### src/rtl/lightning_pkg.sv
// Shared types and constants for the lightning-bolt vs enemy hit detector.
package lightning_pkg;

  localparam int unsigned COORD_W = 32;
  localparam int unsigned SUM_W   = COORD_W + 1;
  localparam int unsigned HP_W    = 2;
  localparam int unsigned SCORE_W = 16;
  localparam int unsigned TIMER_W = 32;
  localparam int unsigned N_BOLTS = 3;

  typedef enum logic [1:0] {
    ALIVE = 2'd0,
    FLASH = 2'd1,
    DEAD  = 2'd2
  } state_t;

  localparam logic [HP_W-1:0]    HP_INIT    = 2'd3;
  localparam logic [SCORE_W-1:0] KILL_BONUS = 16'd10;

  // Score addition that sticks at all-ones instead of wrapping.
  function automatic logic [SCORE_W-1:0] sat_add(input logic [SCORE_W-1:0] a,
                                                 input logic [SCORE_W-1:0] b);
    logic [SCORE_W:0] s;
    s = {1'b0, a} + {1'b0, b};
    return s[SCORE_W] ? {SCORE_W{1'b1}} : s[SCORE_W-1:0];
  endfunction

endpackage

### src/rtl/lightning_hit_detect_if.sv
// Bolt/enemy positions in, collision and enemy status out.
interface lightning_hit_detect_if;
  import lightning_pkg::*;

  logic [COORD_W-1:0] topLeft_x_light_1;
  logic [COORD_W-1:0] topLeft_y_light_1;
  logic [COORD_W-1:0] topLeft_x_light_2;
  logic [COORD_W-1:0] topLeft_y_light_2;
  logic [COORD_W-1:0] topLeft_x_light_3;
  logic [COORD_W-1:0] topLeft_y_light_3;
  logic               in_air_1;
  logic               in_air_2;
  logic               in_air_3;
  logic [COORD_W-1:0] topLeft_x_enemy;
  logic [COORD_W-1:0] topLeft_y_enemy;

  logic               collision_light_1;
  logic               collision_light_2;
  logic               collision_light_3;
  logic               enemy_hit;
  logic [HP_W-1:0]    enemy_hp;
  logic               enemy_alive;
  logic [SCORE_W-1:0] score;

  modport master (
    output topLeft_x_light_1, topLeft_y_light_1,
    output topLeft_x_light_2, topLeft_y_light_2,
    output topLeft_x_light_3, topLeft_y_light_3,
    output in_air_1, in_air_2, in_air_3,
    output topLeft_x_enemy, topLeft_y_enemy,
    input  collision_light_1, collision_light_2, collision_light_3,
    input  enemy_hit, enemy_hp, enemy_alive, score
  );

  modport slave (
    input  topLeft_x_light_1, topLeft_y_light_1,
    input  topLeft_x_light_2, topLeft_y_light_2,
    input  topLeft_x_light_3, topLeft_y_light_3,
    input  in_air_1, in_air_2, in_air_3,
    input  topLeft_x_enemy, topLeft_y_enemy,
    output collision_light_1, collision_light_2, collision_light_3,
    output enemy_hit, enemy_hp, enemy_alive, score
  );

endinterface

### src/rtl/rect_overlap.sv
// Strict axis-aligned overlap of rectangle a (bolt) and rectangle b (enemy).
module rect_overlap
  import lightning_pkg::*;
#(
  parameter int unsigned W_A = 60,
  parameter int unsigned H_A = 30,
  parameter int unsigned W_B = 64,
  parameter int unsigned H_B = 64
) (
  input  logic [COORD_W-1:0] ax,
  input  logic [COORD_W-1:0] ay,
  input  logic [COORD_W-1:0] bx,
  input  logic [COORD_W-1:0] by,
  output logic               overlap_c
);

  logic [SUM_W-1:0] ax_w, ay_w, bx_w, by_w;

  assign ax_w = {1'b0, ax};
  assign ay_w = {1'b0, ay};
  assign bx_w = {1'b0, bx};
  assign by_w = {1'b0, by};

  // One extra bit keeps edge sums from wrapping near the top of the coordinate range.
  assign overlap_c = (ax_w < bx_w + SUM_W'(W_B)) &&
                     (bx_w < ax_w + SUM_W'(W_A)) &&
                     (ay_w < by_w + SUM_W'(H_B)) &&
                     (by_w < ay_w + SUM_W'(H_A));

endmodule

### src/rtl/lightning_hit_detect.sv
// Detects bolt hits on the enemy, tracks enemy hp/score and the ALIVE/FLASH/DEAD cycle.
module lightning_hit_detect
  import lightning_pkg::*;
#(
  parameter int unsigned width_lightning = 60,
  parameter int unsigned height_lightning = 30,
  parameter int unsigned width_enemy     = 64,
  parameter int unsigned height_enemy    = 64,
  parameter int unsigned FLASH_CYCLES    = 12_500_000,
  parameter int unsigned RESPAWN_CYCLES  = 50_000_000
) (
  input  logic                  clk,
  input  logic                  reset,
  input  logic                  restart_light,
  lightning_hit_detect_if.slave bus
);

  state_t               state_q, state_nxt;
  logic [TIMER_W-1:0]   timer_q, timer_nxt;
  logic [HP_W-1:0]      hp_q, hp_nxt;
  logic [SCORE_W-1:0]   score_q, score_nxt;
  logic                 hit_q, hit_nxt;
  logic                 alive_q, alive_nxt;
  logic [N_BOLTS-1:0]   coll_q, coll_prev_q, coll_nxt;
  logic [N_BOLTS-1:0]   in_air_c, overlap_c;
  logic                 rise_c;

  assign in_air_c = {bus.in_air_3, bus.in_air_2, bus.in_air_1};

  rect_overlap #(.W_A(width_lightning), .H_A(height_lightning),
                 .W_B(width_enemy), .H_B(height_enemy)) u_ov1 (
    .ax(bus.topLeft_x_light_1), .ay(bus.topLeft_y_light_1),
    .bx(bus.topLeft_x_enemy),   .by(bus.topLeft_y_enemy),
    .overlap_c(overlap_c[0])
  );

  rect_overlap #(.W_A(width_lightning), .H_A(height_lightning),
                 .W_B(width_enemy), .H_B(height_enemy)) u_ov2 (
    .ax(bus.topLeft_x_light_2), .ay(bus.topLeft_y_light_2),
    .bx(bus.topLeft_x_enemy),   .by(bus.topLeft_y_enemy),
    .overlap_c(overlap_c[1])
  );

  rect_overlap #(.W_A(width_lightning), .H_A(height_lightning),
                 .W_B(width_enemy), .H_B(height_enemy)) u_ov3 (
    .ax(bus.topLeft_x_light_3), .ay(bus.topLeft_y_light_3),
    .bx(bus.topLeft_x_enemy),   .by(bus.topLeft_y_enemy),
    .overlap_c(overlap_c[2])
  );

  // State register; restart behaves exactly like reset.
  always_ff @(posedge clk) begin
    if (reset || restart_light) begin
      state_q     <= ALIVE;
      timer_q     <= '0;
      hp_q        <= HP_INIT;
      score_q     <= '0;
      hit_q       <= 1'b0;
      alive_q     <= 1'b1;
      coll_q      <= '0;
      coll_prev_q <= '0;
    end else begin
      state_q     <= state_nxt;
      timer_q     <= timer_nxt;
      hp_q        <= hp_nxt;
      score_q     <= score_nxt;
      hit_q       <= hit_nxt;
      alive_q     <= alive_nxt;
      coll_q      <= coll_nxt;
      coll_prev_q <= coll_q;
    end
  end

  // Next-state, collision latching and scoring.
  always_comb begin
    state_nxt = state_q;
    timer_nxt = timer_q;
    hp_nxt    = hp_q;
    score_nxt = score_q;
    hit_nxt   = 1'b0;
    coll_nxt  = '0;
    rise_c    = |(coll_q & ~coll_prev_q);

    // A latched collision holds while the bolt is still in the air.
    for (int i = 0; i < int'(N_BOLTS); i++) begin
      coll_nxt[i] = coll_q[i] ? in_air_c[i]
                              : (in_air_c[i] & overlap_c[i] & (state_q != DEAD));
    end

    case (state_q)
      ALIVE: begin
        if (rise_c) begin
          hit_nxt   = 1'b1;
          timer_nxt = '0;
          if (hp_q > HP_W'(1)) begin
            hp_nxt    = hp_q - HP_W'(1);
            score_nxt = sat_add(score_q, SCORE_W'(1));
            state_nxt = FLASH;
          end else begin
            hp_nxt    = '0;
            score_nxt = sat_add(score_q, SCORE_W'(1) + KILL_BONUS);
            state_nxt = DEAD;
          end
        end
      end
      FLASH: begin
        if (timer_q == TIMER_W'(FLASH_CYCLES - 1)) begin
          state_nxt = ALIVE;
          timer_nxt = '0;
        end else begin
          timer_nxt = timer_q + TIMER_W'(1);
        end
      end
      DEAD: begin
        if (timer_q == TIMER_W'(RESPAWN_CYCLES - 1)) begin
          state_nxt = ALIVE;
          hp_nxt    = HP_INIT;
          timer_nxt = '0;
        end else begin
          timer_nxt = timer_q + TIMER_W'(1);
        end
      end
      default: begin
        state_nxt = ALIVE;
        timer_nxt = '0;
      end
    endcase

    alive_nxt = (state_nxt != DEAD);
  end

  assign bus.collision_light_1 = coll_q[0];
  assign bus.collision_light_2 = coll_q[1];
  assign bus.collision_light_3 = coll_q[2];
  assign bus.enemy_hit         = hit_q;
  assign bus.enemy_hp          = hp_q;
  assign bus.enemy_alive       = alive_q;
  assign bus.score             = score_q;

endmodule

### src/flat_wrapper.sv
// flat-port wrapper written by rule: the top's interface ports become plain ports
module lightning_hit_detect_flat import lightning_pkg::*;
#(
  parameter int unsigned width_lightning = 60,
  parameter int unsigned height_lightning = 30,
  parameter int unsigned width_enemy     = 64,
  parameter int unsigned height_enemy    = 64,
  parameter int unsigned FLASH_CYCLES    = 12_500_000,
  parameter int unsigned RESPAWN_CYCLES  = 50_000_000
)
  (clk, reset, restart_light, bus_topLeft_x_light_1, bus_topLeft_y_light_1, bus_topLeft_x_light_2, bus_topLeft_y_light_2, bus_topLeft_x_light_3, bus_topLeft_y_light_3, bus_in_air_1, bus_in_air_2, bus_in_air_3, bus_topLeft_x_enemy, bus_topLeft_y_enemy, bus_collision_light_1, bus_collision_light_2, bus_collision_light_3, bus_enemy_hit, bus_enemy_hp, bus_enemy_alive, bus_score);
  lightning_hit_detect_if bus_i ();
  input  logic clk;
  input  logic reset;
  input  logic restart_light;
  input wire logic [$bits(bus_i.topLeft_x_light_1)-1:0] bus_topLeft_x_light_1;
  input wire logic [$bits(bus_i.topLeft_y_light_1)-1:0] bus_topLeft_y_light_1;
  input wire logic [$bits(bus_i.topLeft_x_light_2)-1:0] bus_topLeft_x_light_2;
  input wire logic [$bits(bus_i.topLeft_y_light_2)-1:0] bus_topLeft_y_light_2;
  input wire logic [$bits(bus_i.topLeft_x_light_3)-1:0] bus_topLeft_x_light_3;
  input wire logic [$bits(bus_i.topLeft_y_light_3)-1:0] bus_topLeft_y_light_3;
  input wire logic [$bits(bus_i.in_air_1)-1:0] bus_in_air_1;
  input wire logic [$bits(bus_i.in_air_2)-1:0] bus_in_air_2;
  input wire logic [$bits(bus_i.in_air_3)-1:0] bus_in_air_3;
  input wire logic [$bits(bus_i.topLeft_x_enemy)-1:0] bus_topLeft_x_enemy;
  input wire logic [$bits(bus_i.topLeft_y_enemy)-1:0] bus_topLeft_y_enemy;
  output wire logic [$bits(bus_i.collision_light_1)-1:0] bus_collision_light_1;
  output wire logic [$bits(bus_i.collision_light_2)-1:0] bus_collision_light_2;
  output wire logic [$bits(bus_i.collision_light_3)-1:0] bus_collision_light_3;
  output wire logic [$bits(bus_i.enemy_hit)-1:0] bus_enemy_hit;
  output wire logic [$bits(bus_i.enemy_hp)-1:0] bus_enemy_hp;
  output wire logic [$bits(bus_i.enemy_alive)-1:0] bus_enemy_alive;
  output wire logic [$bits(bus_i.score)-1:0] bus_score;
  assign bus_i.topLeft_x_light_1 = bus_topLeft_x_light_1;
  assign bus_i.topLeft_y_light_1 = bus_topLeft_y_light_1;
  assign bus_i.topLeft_x_light_2 = bus_topLeft_x_light_2;
  assign bus_i.topLeft_y_light_2 = bus_topLeft_y_light_2;
  assign bus_i.topLeft_x_light_3 = bus_topLeft_x_light_3;
  assign bus_i.topLeft_y_light_3 = bus_topLeft_y_light_3;
  assign bus_i.in_air_1 = bus_in_air_1;
  assign bus_i.in_air_2 = bus_in_air_2;
  assign bus_i.in_air_3 = bus_in_air_3;
  assign bus_i.topLeft_x_enemy = bus_topLeft_x_enemy;
  assign bus_i.topLeft_y_enemy = bus_topLeft_y_enemy;
  assign bus_collision_light_1 = bus_i.collision_light_1;
  assign bus_collision_light_2 = bus_i.collision_light_2;
  assign bus_collision_light_3 = bus_i.collision_light_3;
  assign bus_enemy_hit = bus_i.enemy_hit;
  assign bus_enemy_hp = bus_i.enemy_hp;
  assign bus_enemy_alive = bus_i.enemy_alive;
  assign bus_score = bus_i.score;
  lightning_hit_detect #(.width_lightning(width_lightning), .height_lightning(height_lightning), .width_enemy(width_enemy), .height_enemy(height_enemy), .FLASH_CYCLES(FLASH_CYCLES), .RESPAWN_CYCLES(RESPAWN_CYCLES)) u_core (.clk(clk), .reset(reset), .restart_light(restart_light), .bus(bus_i));
endmodule
### config.mk
export PLATFORM = sky130hd
export DESIGN_NAME = lightning_hit_detect_flat
export DESIGN_NICKNAME = d
export VERILOG_FILES = /design/src/rtl/lightning_pkg.sv /design/src/rtl/lightning_hit_detect_if.sv /design/src/rtl/rect_overlap.sv /design/src/rtl/lightning_hit_detect.sv /design/src/flat_wrapper.sv
export SDC_FILE = /design/constraint.sdc
export NUM_CORES = 1
export LEC_CHECK = 0
export ABC_AREA = 0
export CAP_MARGIN = 15
export CORE_MARGIN = 10
export CORE_UTILIZATION = 40
export DETAILED_ROUTE_END_ITERATION = 7
export PLACE_DENSITY = 0.62
export SYNTH_ARGS = -nofsm -noshare
export SYNTH_HDL_FRONTEND = slang
export SYNTH_HIERARCHICAL = 1
export SYNTH_SLANG_ARGS = --single-unit
### constraint.sdc
create_clock -name clk -period 3.8 [get_ports clk]
set_input_delay 0.76 -clock clk [delete_from_list [all_inputs] [get_ports clk]]
set_output_delay 0.76 -clock clk [all_outputs]
set_load 0.05 [all_outputs]
==> results of run 1 <==
timing repair:
item,in CTS,in global routing
buffers inserted,78,28
resized for setup,418,143
pin swaps,140,103
endpoints found under the hold margin,0,0
endpoints found under the setup margin,3,3
registers in the layout, summed over array words and instances (netlist names):
register and cells:
u_core/bus.enemy_alive 1, u_core/bus.enemy_hit 1, u_core/bus.enemy_hp 2, u_core/bus.score 16, u_core/coll_prev_q 3, u_core/coll_q 3
u_core/state_q 2, u_core/timer_q 32
logic make-up (layout without fill, tap and decap cells):
kind of cell / count (synthesis) / count (layout) / synth area share
buffers and inverters: 103 / 975 / 0.0231
flip-flops: 60 / 60 / 0.0694
multiplexers: 1 / 1 / 0.000579
AO/OA/AOI/OAI: 419 / 419 / 0.156
XOR/XNOR: 343 / 343 / 0.174
other: 0 / 5 / 0
AND/OR/NAND/NOR: 958 / 958 / 0.293
adder cells (fa/ha/maj): 392 / 392 / 0.284
final timing paths:
| kind | end | startpoint | slack [ns] | cells past startpoint |
|---|---|---|---|---|
| worst max-delay path | u_core/coll_q[0]$_SDFF_PP0_ | bus_topLeft_y_light_1[3] | -0.06 | 16 |
| worst min-delay path | u_core/timer_q[27]$_SDFFE_PP0P_ | u_core/timer_q[27]$_SDFFE_PP0P_ | 0.51 | 1 |
| worst max register to register | u_core/timer_q[28]$_SDFFE_PP0P_ | u_core/timer_q[0]$_SDFFE_PP0P_ | 0.97 | 7 |
| worst min register to register | u_core/timer_q[27]$_SDFFE_PP0P_ | u_core/timer_q[27]$_SDFFE_PP0P_ | 0.51 | 1 |
final cells by class:
type	count	area (µm²)	share of cell area
Multi-Input combinational cell	2113	16700	0.624
Timing Repair Buffer	876	7490	0.279
Sequential cell	60	1200	0.0448
Tap cell	585	732	0.0273
Inverter	83	314	0.0117
Clock buffer	12	256	0.00956
Clock inverter	4	95.1	0.00354
Antenna cell	5	12.5	0.000466
power by group through the flow:
stage | clock network, mW | registers [mW] | logic (mW)
finish | 0.956 | 0.635 | 2.35
global route | 0.992 | 0.635 | 2.59
CTS | 0.967 | 0.635 | 2.26
detailed placement | 0 | 0.648 | 2.14
global placement | 0 | 0.648 | 2.07
floorplan | 0 | 0.652 | 0.947
metrics by stage:
stage | power, mW | TNS [ns]
2_1_floorplan | 1.60 | 0
3_3_place_gp | 2.72 | -2.75
3_5_place_dp | 2.78 | -2.85
4_1_cts | 3.87 | -0.0242
5_1_grt | 4.21 | -0.485
6_report | 3.95 | -0.0637
layer usage:
layer | part of all wire | vias to the layer above | routed length, µm
li1 | - | 10200 | -
met1 | 0.44 | 9896 | 30800
met2 | 0.48 | 656 | 34100
met3 | 0.057 | 96 | 4060
met4 | 0.024 | 6 | 1690
met5 | 0.00037 | - | 26
critical path, delay by kind of cell:
kind            cells  cell delay (ns)
compound gates      4             1.19
xor+xnor            1             0.08
fa+ha+maj           1             0.30
buf+inv             5             0.82
simple gates        5             0.94
cell usage in the layout (no fill, tap or decap), types with 18 or more instances in the layout:
master and instances:
nor2_1 137, xnor2_1 137, ha_1 384, buf_4 540, a21o_1 61, dlymetal6s2s_1 31
nand2_1 210, and3_4 27, clkdlybuf4s50_1 157, nand4_1 98, xor2_1 202, and4_1 32
a21oi_1 120, nor2b_1 21, buf_6 54, nor3_1 32, and3_1 49, o21ai_0 71
a211oi_1 18, a31oi_1 23, dfxtp_1 60, inv_1 81, dlygate4sd2_1 54, a21oi_2 21
nand3_1 155
==> results.yml, run 1 <==
placement:
  portBuffers: 284
  dpl.hpwl_um: 57400
  gp_congestion: 0.936
  pre_cts_ws_ns: -1.16
  dpl_cell_area_um2: 24500
  dpl.cell_count: 3619
grt:
  met1_usage: 0.326
  top_usage_layer: "met2"
  antenna_found_initial: 8
  grtUsageMet3: 0.0289
  grt_max_degree: 25
  grt_pass1_vias: 21100
  grt_pass1_wl_um: 111000
  grt_remaining_overflow: 0
  grt_usage: 0.255
  use_met2: 0.448
flow_run:
  cap_violations: 0
floorplanning:
  start_util: 0.403
  die_h_um: 228
  die_area_um2: 52000
  rows: 76
  io_pins: 285
  core_area_um2: 42900
  die_w_um: 228
setup_path:
  crit_required_ns: 4.02
  cp-end-kind: "flop"
  critPathKind: "primary input to flop"
  crit_chain: "clkdlybuf4s15_1 > buf_6 > or4_4 > buf_4 > buf_4 > nand4_1 > xor2_1 > ha_1 > nand4_1 > a211oi_1 > o311ai_0 > buf_4 > a21oi_1 > nor3_2 > a21oi_1 > nor2_1"
  critPathMostFrequentCell: "buf_4"
  max_stage_delay_ns: 0.59
  crit_fanout: 3
  arrival_ns: 4.08
  setup.worst_path.start_class: "primary input"
  cpMaxStageDelayCell: "a211oi_1"
power_and_ir_drop:
  static-leakage-power_nw: 12.0
  p_seq_frac: 0.161
  p_int_mw: 2.48
  power_frac_comb: 0.597
  ir_drop_mv: 0.177
  power_switching_share: 0.372
  switchingPower_mw: 1.47
  clkPwrFrac: 0.242
  power_density_nw_per_um2: 147
yosys:
  synth_top_area_frac: 0.284
  synth_common_cells: "ha_1 (392), nand2_1 (216), xor2_1 (202)"
  synth_cells: 2276
  synth_cell_types: 75
  syn_avg_cell_area_um2: 7.60
  yosysTopAreaCell: "ha_1"
  syn_area_um2: 17300
  synth_most_common_cell: "ha_1"
  ys_async_sr_fraction: 0
  syn_nets: 2930
  synth_ff_type: "dfxtp_1"
  synth_seq_cells: 60
  yosysWarnings: 6
  ys_seq_area_frac: 0.0694
  synth_edf_count: 0
  synth_area_leaders: "ha_1 (28%), xor2_1 (10%), xnor2_1 (7.1%), dfxtp_1 (6.9%), nand3_1 (5.2%)"
timing:
  rsz0062_at_grt: "yes"
  finalSetupViolations: 2
  fmax_mhz: 259
  hold_ws_ns: 0.511
  period_needed_ns: 3.86
  worst_pin_slew_ns: 1.22
  finClkSkew_ns: 0.00394
  max-slew-margin-rel: 0.179
  fin_crit_sh: 1.02
  hold_viol: 0
  fin_ws_ns: -0.0617
  finalMaxSlewViolations: 0
drt:
  viasPerCell: 5.58
  drc: 0
  via_count: 20900
  drtIter0Drc: 1404
  avgRoutedWirePerCell_um: 18.9
  wl_um: 70600
  drt_first_pass_iters: 7
  ant_nets: 0
clocking:
  postCtsHoldBufs: 0
  htree_levels: 3
  cts-buffers-inserted: 9
  cts.sinks: 60
  clkTransAtPathRegs_ns: 0.05
  ctsLongestPathBuffers: 2
  cts_root_buf: "clkbuf_16"
  insertion_delay_ns: 0.32
  cts_tree: "built"
cells_and_area:
  fin_nets: 3797
  syn_to_final_growth_pct: 55.1
  final_util: 0.626
  drive_above_1_share: 0.273
  finalNonFillerCells: 3738
  design_area_um2: 26800
  nFillCells: 3828
outcome:
  outcome: "complete, but fails checks"
  violations: "negative setup slack"
worst_hold_path:
  hp-class: "flop to flop"
Note: power is estimated with default switching activity, not from simulation.
==> run 2, diff against run 1 <==
--- a/config.mk
+++ b/config.mk
@@ -8,9 +8,9 @@
 export ABC_AREA = 0
 export CAP_MARGIN = 15
 export CORE_MARGIN = 10
-export CORE_UTILIZATION = 40
+export CORE_UTILIZATION = 51
 export DETAILED_ROUTE_END_ITERATION = 7
-export PLACE_DENSITY = 0.62
+export PLACE_DENSITY = 0.77
 export SYNTH_ARGS = -nofsm -noshare
 export SYNTH_HDL_FRONTEND = slang
 export SYNTH_HIERARCHICAL = 1
==> run 2 against run 1 <==
Compared with the run above: the run still ends with negative setup slack left; clock power down 23%; cell count shrank 4.5%; hold slack gained 0.011 ns; sequential share of layout area is 0.066 points higher; worst setup slack better by 0.060 ns; maximum frequency is 1.6% higher; critical endpoint unchanged; register-to-register slack lost 0.07 ns; global-route usage up 4.6 points; total power is 5.7% lower; largest cell class unchanged; routed wire length down 3.5%.
==> results.yml, run 2 (synthesis gave the netlist of run 1 again) <==
outcome:
  outcome: "complete, but fails checks"
  violations: "negative setup slack"
setup_path:
  critPathKind: "primary input to flop"
  cpMaxStageDelayCell: "clkdlybuf4s50_1"
  arrival_ns: 4.07
  cp_top_family: "simple AND/OR/NAND/NOR gates"
  reg2reg_from: "u_core/timer_q[0]$_SDFFE_PP0P_"
  crit_chain: "clkdlybuf4s50_1 > and4_4 > nand4_4 > nor2_4 > nand3_4 > buf_6 > xor2_1 > ha_1 > a21oi_1 > o21ai_1 > nand4_1 > a21oi_4 > a2111oi_4 > nand4_1 > nor3_2 > a21oi_1 > nor2_1"
  cp-startpoint: "bus_topLeft_x_light_1[23]"
  crit_required_ns: 4.07
  max_stage_delay_ns: 0.57
  crit_fanout: 4
  setup.worst_path.start_class: "primary input"
  cp-end-kind: "flop"
  critical_path_buf_inv_count: 2
drt:
  ant_nets: 0
  drtIter0Drc: 1564
  drc: 0
  via_count: 21200
  avgRoutedWirePerCell_um: 19.1
  drt_first_pass_iters: 8
  wl_um: 68200
  viasPerCell: 5.94
clocking:
  cts_tree: "built"
  htree_levels: 3
  insertion_delay_ns: 0.33
  ctsLongestPathBuffers: 2
  cts.sinks: 60
  cts_root_buf: "clkbuf_16"
  clkTransAtPathRegs_ns: 0.06
  cts-buffers-inserted: 9
timing:
  fmax_mhz: 263
  finalMaxSlewViolations: 0
  fin_ws_ns: -0.00204
  fin_crit_sh: 1.00
  max-slew-margin-rel: 0.401
  tns_ns: -0.00204
  finalSetupViolations: 1
  period_needed_ns: 3.80
  hold_viol: 0
  worst_pin_slew_ns: 0.891
  hold_ws_ns: 0.522
  finClkSkew_ns: 0.00647
cells_and_area:
  syn_to_final_growth_pct: 52.9
  nFillCells: 2336
  fin_nets: 3767
  largest_reg_flops: 32
  layout_commonest_cell: "buf_4"
  drive_above_1_share: 0.273
  finalNonFillerCells: 3568
  final_util: 0.788
  mostFrequentLayoutCells: "buf_4 (526), ha_1 (383), nand2_1 (212)"
  top_register: "u_core/timer_q"
floorplanning:
  start_util: 0.516
  die_h_um: 204
  die_w_um: 204
  io_pins: 285
  die_area_um2: 41700
  core_area_um2: 33500
  rows: 67
grt:
  grt_remaining_overflow: 0
  antenna_found_initial: 2
  grtUsageMet3: 0.0336
  use_met2: 0.536
  grt_pass1_vias: 21300
  grt_max_degree: 25
  grt_usage: 0.301
  met1_usage: 0.360
  top_usage_layer: "met2"
  grt_pass1_wl_um: 105000
worst_hold_path:
  hp-class: "flop to flop"
  hold_path_startpoint: "u_core/timer_q[27]$_SDFFE_PP0P_"
power_and_ir_drop:
  static-leakage-power_nw: 11.9
  power_density_nw_per_um2: 141
  ir_drop_mv: 0.196
placement:
  portBuffers: 284
  dpl.hpwl_um: 54300
  dpl.cell_count: 3473
  pre_cts_ws_ns: -0.912
  gp_congestion: 0.968
flow_run:
  cap_violations: 0
-- run 2: final timing paths --
kind,end,slack [ns],cells after the start
worst max-delay path,u_core/coll_q[0]$_SDFF_PP0_,-0.002,17
worst min-delay path,u_core/timer_q[27]$_SDFFE_PP0P_,0.52,1
worst max register to register,u_core/timer_q[28]$_SDFFE_PP0P_,0.90,7
worst min register to register,u_core/timer_q[27]$_SDFFE_PP0P_,0.52,1
-- run 2: power breakdown --
group	switching (mW)	total, mW	internal, mW
Combinational	1.19	2.35	1.16
Clock	0.299	0.736	0.436
Sequential	0.00266	0.634	0.632
Total	1.49	3.72	2.23
-- run 2: stage by stage --
stage	power, mW	cell area, µm²
2_1_floorplan	1.60	17300
3_3_place_gp	2.65	24300
3_5_place_dp	2.74	24300
4_1_cts	3.58	25600
5_1_grt	3.96	26400
6_report	3.72	26400
-- run 2: metal layers --
layer | vias up | part of all wire
met2 | 783 | 0.49
met5 | - | 0
met1 | 10100 | 0.41
met4 | 0 | 0.041
li1 | 10200 | -
met3 | 181 | 0.056
-- run 2: worst reg2reg max path: stages, from the launching register on --
cell and delay, ns:
dfxtp_1 0.46, ha_1 0.36, nand4_2 0.35, or4_1 0.68, nor4_1 0.49, nand4_1 0.20
xor2_1 0.17, nor2_1 0.05
-- run 2: final cells by class --
type	instances	area, µm²	area share
timing repair buffer	846	7180	0.272
clock buffer	9	225	0.00852
antenna	2	5.00	0.000189
tap	448	561	0.0212
multi-input combinational	2113	16900	0.639
clock inverter	7	43.8	0.00166
inverter	83	317	0.0120
sequential	60	1200	0.0454
-- run 2: what timing repair did --
action,4_1_cts,5_1_grt
buffers inserted,59,26
endpoints found under the hold margin,0,0
pin swaps,112,146
setup endpoints to repair,3,3
resized for setup,279,236
hold buffers,0,0
==> run 3, diff against run 2 <==
--- a/config.mk
+++ b/config.mk
@@ -10,6 +10,7 @@
 export CORE_MARGIN = 10
 export CORE_UTILIZATION = 51
 export DETAILED_ROUTE_END_ITERATION = 7
+export GPL_TIMING_DRIVEN = 0
 export PLACE_DENSITY = 0.77
 export SYNTH_ARGS = -nofsm -noshare
 export SYNTH_HDL_FRONTEND = slang
==> run 3 against run 2 <==
Compared with the run above: the run still ends with negative setup slack left; via count is 11% lower; flip-flop and latch count did not move; cell count shrank 13%; sequential share of layout area up 0.87 points; clock skew grew 0.0012 ns; critical path depth rose by 1; register-to-register slack lost 0.05 ns; sequential power is essentially flat; largest power group unchanged.
==> results.yml, run 3 (synthesis gave the netlist of run 1 again) <==
outcome:
  outcome: "complete, but fails checks"
  violations: "negative setup slack"
grt:
  grt_pass1_wl_um: 92100
  antenna_found_initial: 12
  grt_remaining_overflow: 0
  grt_usage: 0.264
  grt_pass1_vias: 18600
  grt_max_degree: 18
timing:
  finalMaxSlewViolations: 0
  hold_viol: 0
  max-slew-margin-rel: 0.106
  rsz0062_at_grt: "yes"
  finClkSkew_ns: 0.00767
  period_needed_ns: 4.22
  fmax_mhz: 237
  fin_crit_sh: 1.11
  hold_ws_ns: 0.513
  worst_pin_slew_ns: 1.34
  fin_ws_ns: -0.418
  finalSetupViolations: 3
setup_path:
  critPathKind: "primary input to flop"
  crit_fanout: 6
  crit_required_ns: 4.06
  cp-end-kind: "flop"
  setup.worst_path.start_class: "primary input"
  arrival_ns: 4.48
cells_and_area:
  top_register: "u_core/timer_q"
  layout_commonest_cell: "ha_1"
  syn_to_final_growth_pct: 28.4
  drive_above_1_share: 0.117
  nFillCells: 2902
  fin_nets: 3290
  mostFrequentLayoutCells: "ha_1 (387), nand2_1 (214), xor2_1 (202)"
  largest_reg_flops: 32
clocking:
  postCtsHoldBufs: 0
  cts-buffers-inserted: 9
  htree_levels: 3
  ctsLongestPathBuffers: 2
  cts_tree: "built"
  cts.sinks: 60
  clkTransAtPathRegs_ns: 0.05
  cts_root_buf: "clkbuf_16"
  insertion_delay_ns: 0.32
power_and_ir_drop:
  ir_drop_mv: 0.158
  power_density_nw_per_um2: 145
  finalPower_mw: 3.23
  static-leakage-power_nw: 9.32
drt:
  viasPerCell: 6.05
  via_count: 18800
  drc: 0
  drtIter0Drc: 1068
  avgRoutedWirePerCell_um: 18.9
  drt_first_pass_iters: 5
  wl_um: 58600
  ant_nets: 0
floorplanning:
  die_area_um2: 41700
  io_pins: 285
  rows: 67
  start_util: 0.516
  die_h_um: 204
  die_w_um: 204
  core_area_um2: 33500
placement:
  portBuffers: 284
  pre_cts_ws_ns: -2.21
  gp_congestion: 0.966
  dpl.hpwl_um: 46900
worst_hold_path:
  hp-class: "flop to flop"
flow_run:
  cap_violations: 0
==> run 3: power by group <==
part | internal (mW) | total (mW) | switching [mW]
clock network | 0.449 | 0.733 | 0.284
registers | 0.632 | 0.634 | 0.00250
logic | 0.840 | 1.86 | 1.02
==> run 3: cell type report <==
| type | instances | area (µm²) | share of cell area |
|---|---|---|---|
| Multi-Input combinational cell | 2113 | 16400 | 0.739 |
| Timing Repair Buffer | 351 | 3340 | 0.150 |
| Sequential cell | 60 | 1200 | 0.0541 |
| Tap cell | 448 | 561 | 0.0252 |
| Inverter | 83 | 312 | 0.0140 |
| Clock buffer | 10 | 239 | 0.0108 |
| Buffer | 18 | 82.6 | 0.00372 |
| Antenna cell | 12 | 30.0 | 0.00135 |
| Clock inverter | 4 | 27.5 | 0.00124 |
==> run 3: critical path, stage by stage <==
cell       delay, ns
buf_12          0.09
ha_4            0.13
and2_4          0.13
and4_4          0.22
and3_4          0.23
buf_4           0.12
nand2_1         0.06
xor2_1          0.14
ha_1            0.34
a21oi_2         0.14
o21ai_2         0.09
a221oi_4        0.30
a31oi_4         0.10
a2111oi_4       0.60
nand4_1         0.47
nor3_4          0.33
a21oi_2         0.09
nor2_1          0.10
==> run 3: routing by layer <==
metal	vias to the layer above	part of all wire	global-route usage
li1	9217	-	-
met1	8872	0.42	0.318
met2	557	0.49	0.469
met3	114	0.052	0.0380
met4	2	0.029	0.0891
met5	-	0.00019	0
==> run 3: worst paths after layout <==
kind / start / endpoint / slack, ns / depth (start not counted)
max: bus_topLeft_x_enemy[7] / u_core/coll_q[0]$_SDFF_PP0_ / -0.42 / 18
min: u_core/timer_q[25]$_SDFFE_PP0P_ / u_core/timer_q[25]$_SDFFE_PP0P_ / 0.51 / 1
max reg2reg: u_core/timer_q[0]$_SDFFE_PP0P_ / u_core/timer_q[28]$_SDFFE_PP0P_ / 0.85 / 7
min reg2reg: u_core/timer_q[25]$_SDFFE_PP0P_ / u_core/timer_q[25]$_SDFFE_PP0P_ / 0.51 / 1
==> run 3: what timing repair did <==
action / 4_1_cts / 5_1_grt
setup buffers: 47 / 20
pin swaps: 74 / 29
resized for setup: 550 / 63
setup endpoints to repair: 3 / 3
==> run 3: metrics by stage <==
stage | utilization | cells | area, µm² | setup TNS [ns]
after floorplan | - | 2276 | 17300 | 0
after global routing | 0.662 | 3094 | 22200 | -1.17
after detailed placement | 0.617 | 3008 | 20700 | -5.77
after CTS | 0.653 | 3068 | 21900 | -0.625
final | 0.662 | 3099 | 22200 | -0.835
after global placement | 0.617 | 3008 | 20700 | -5.48
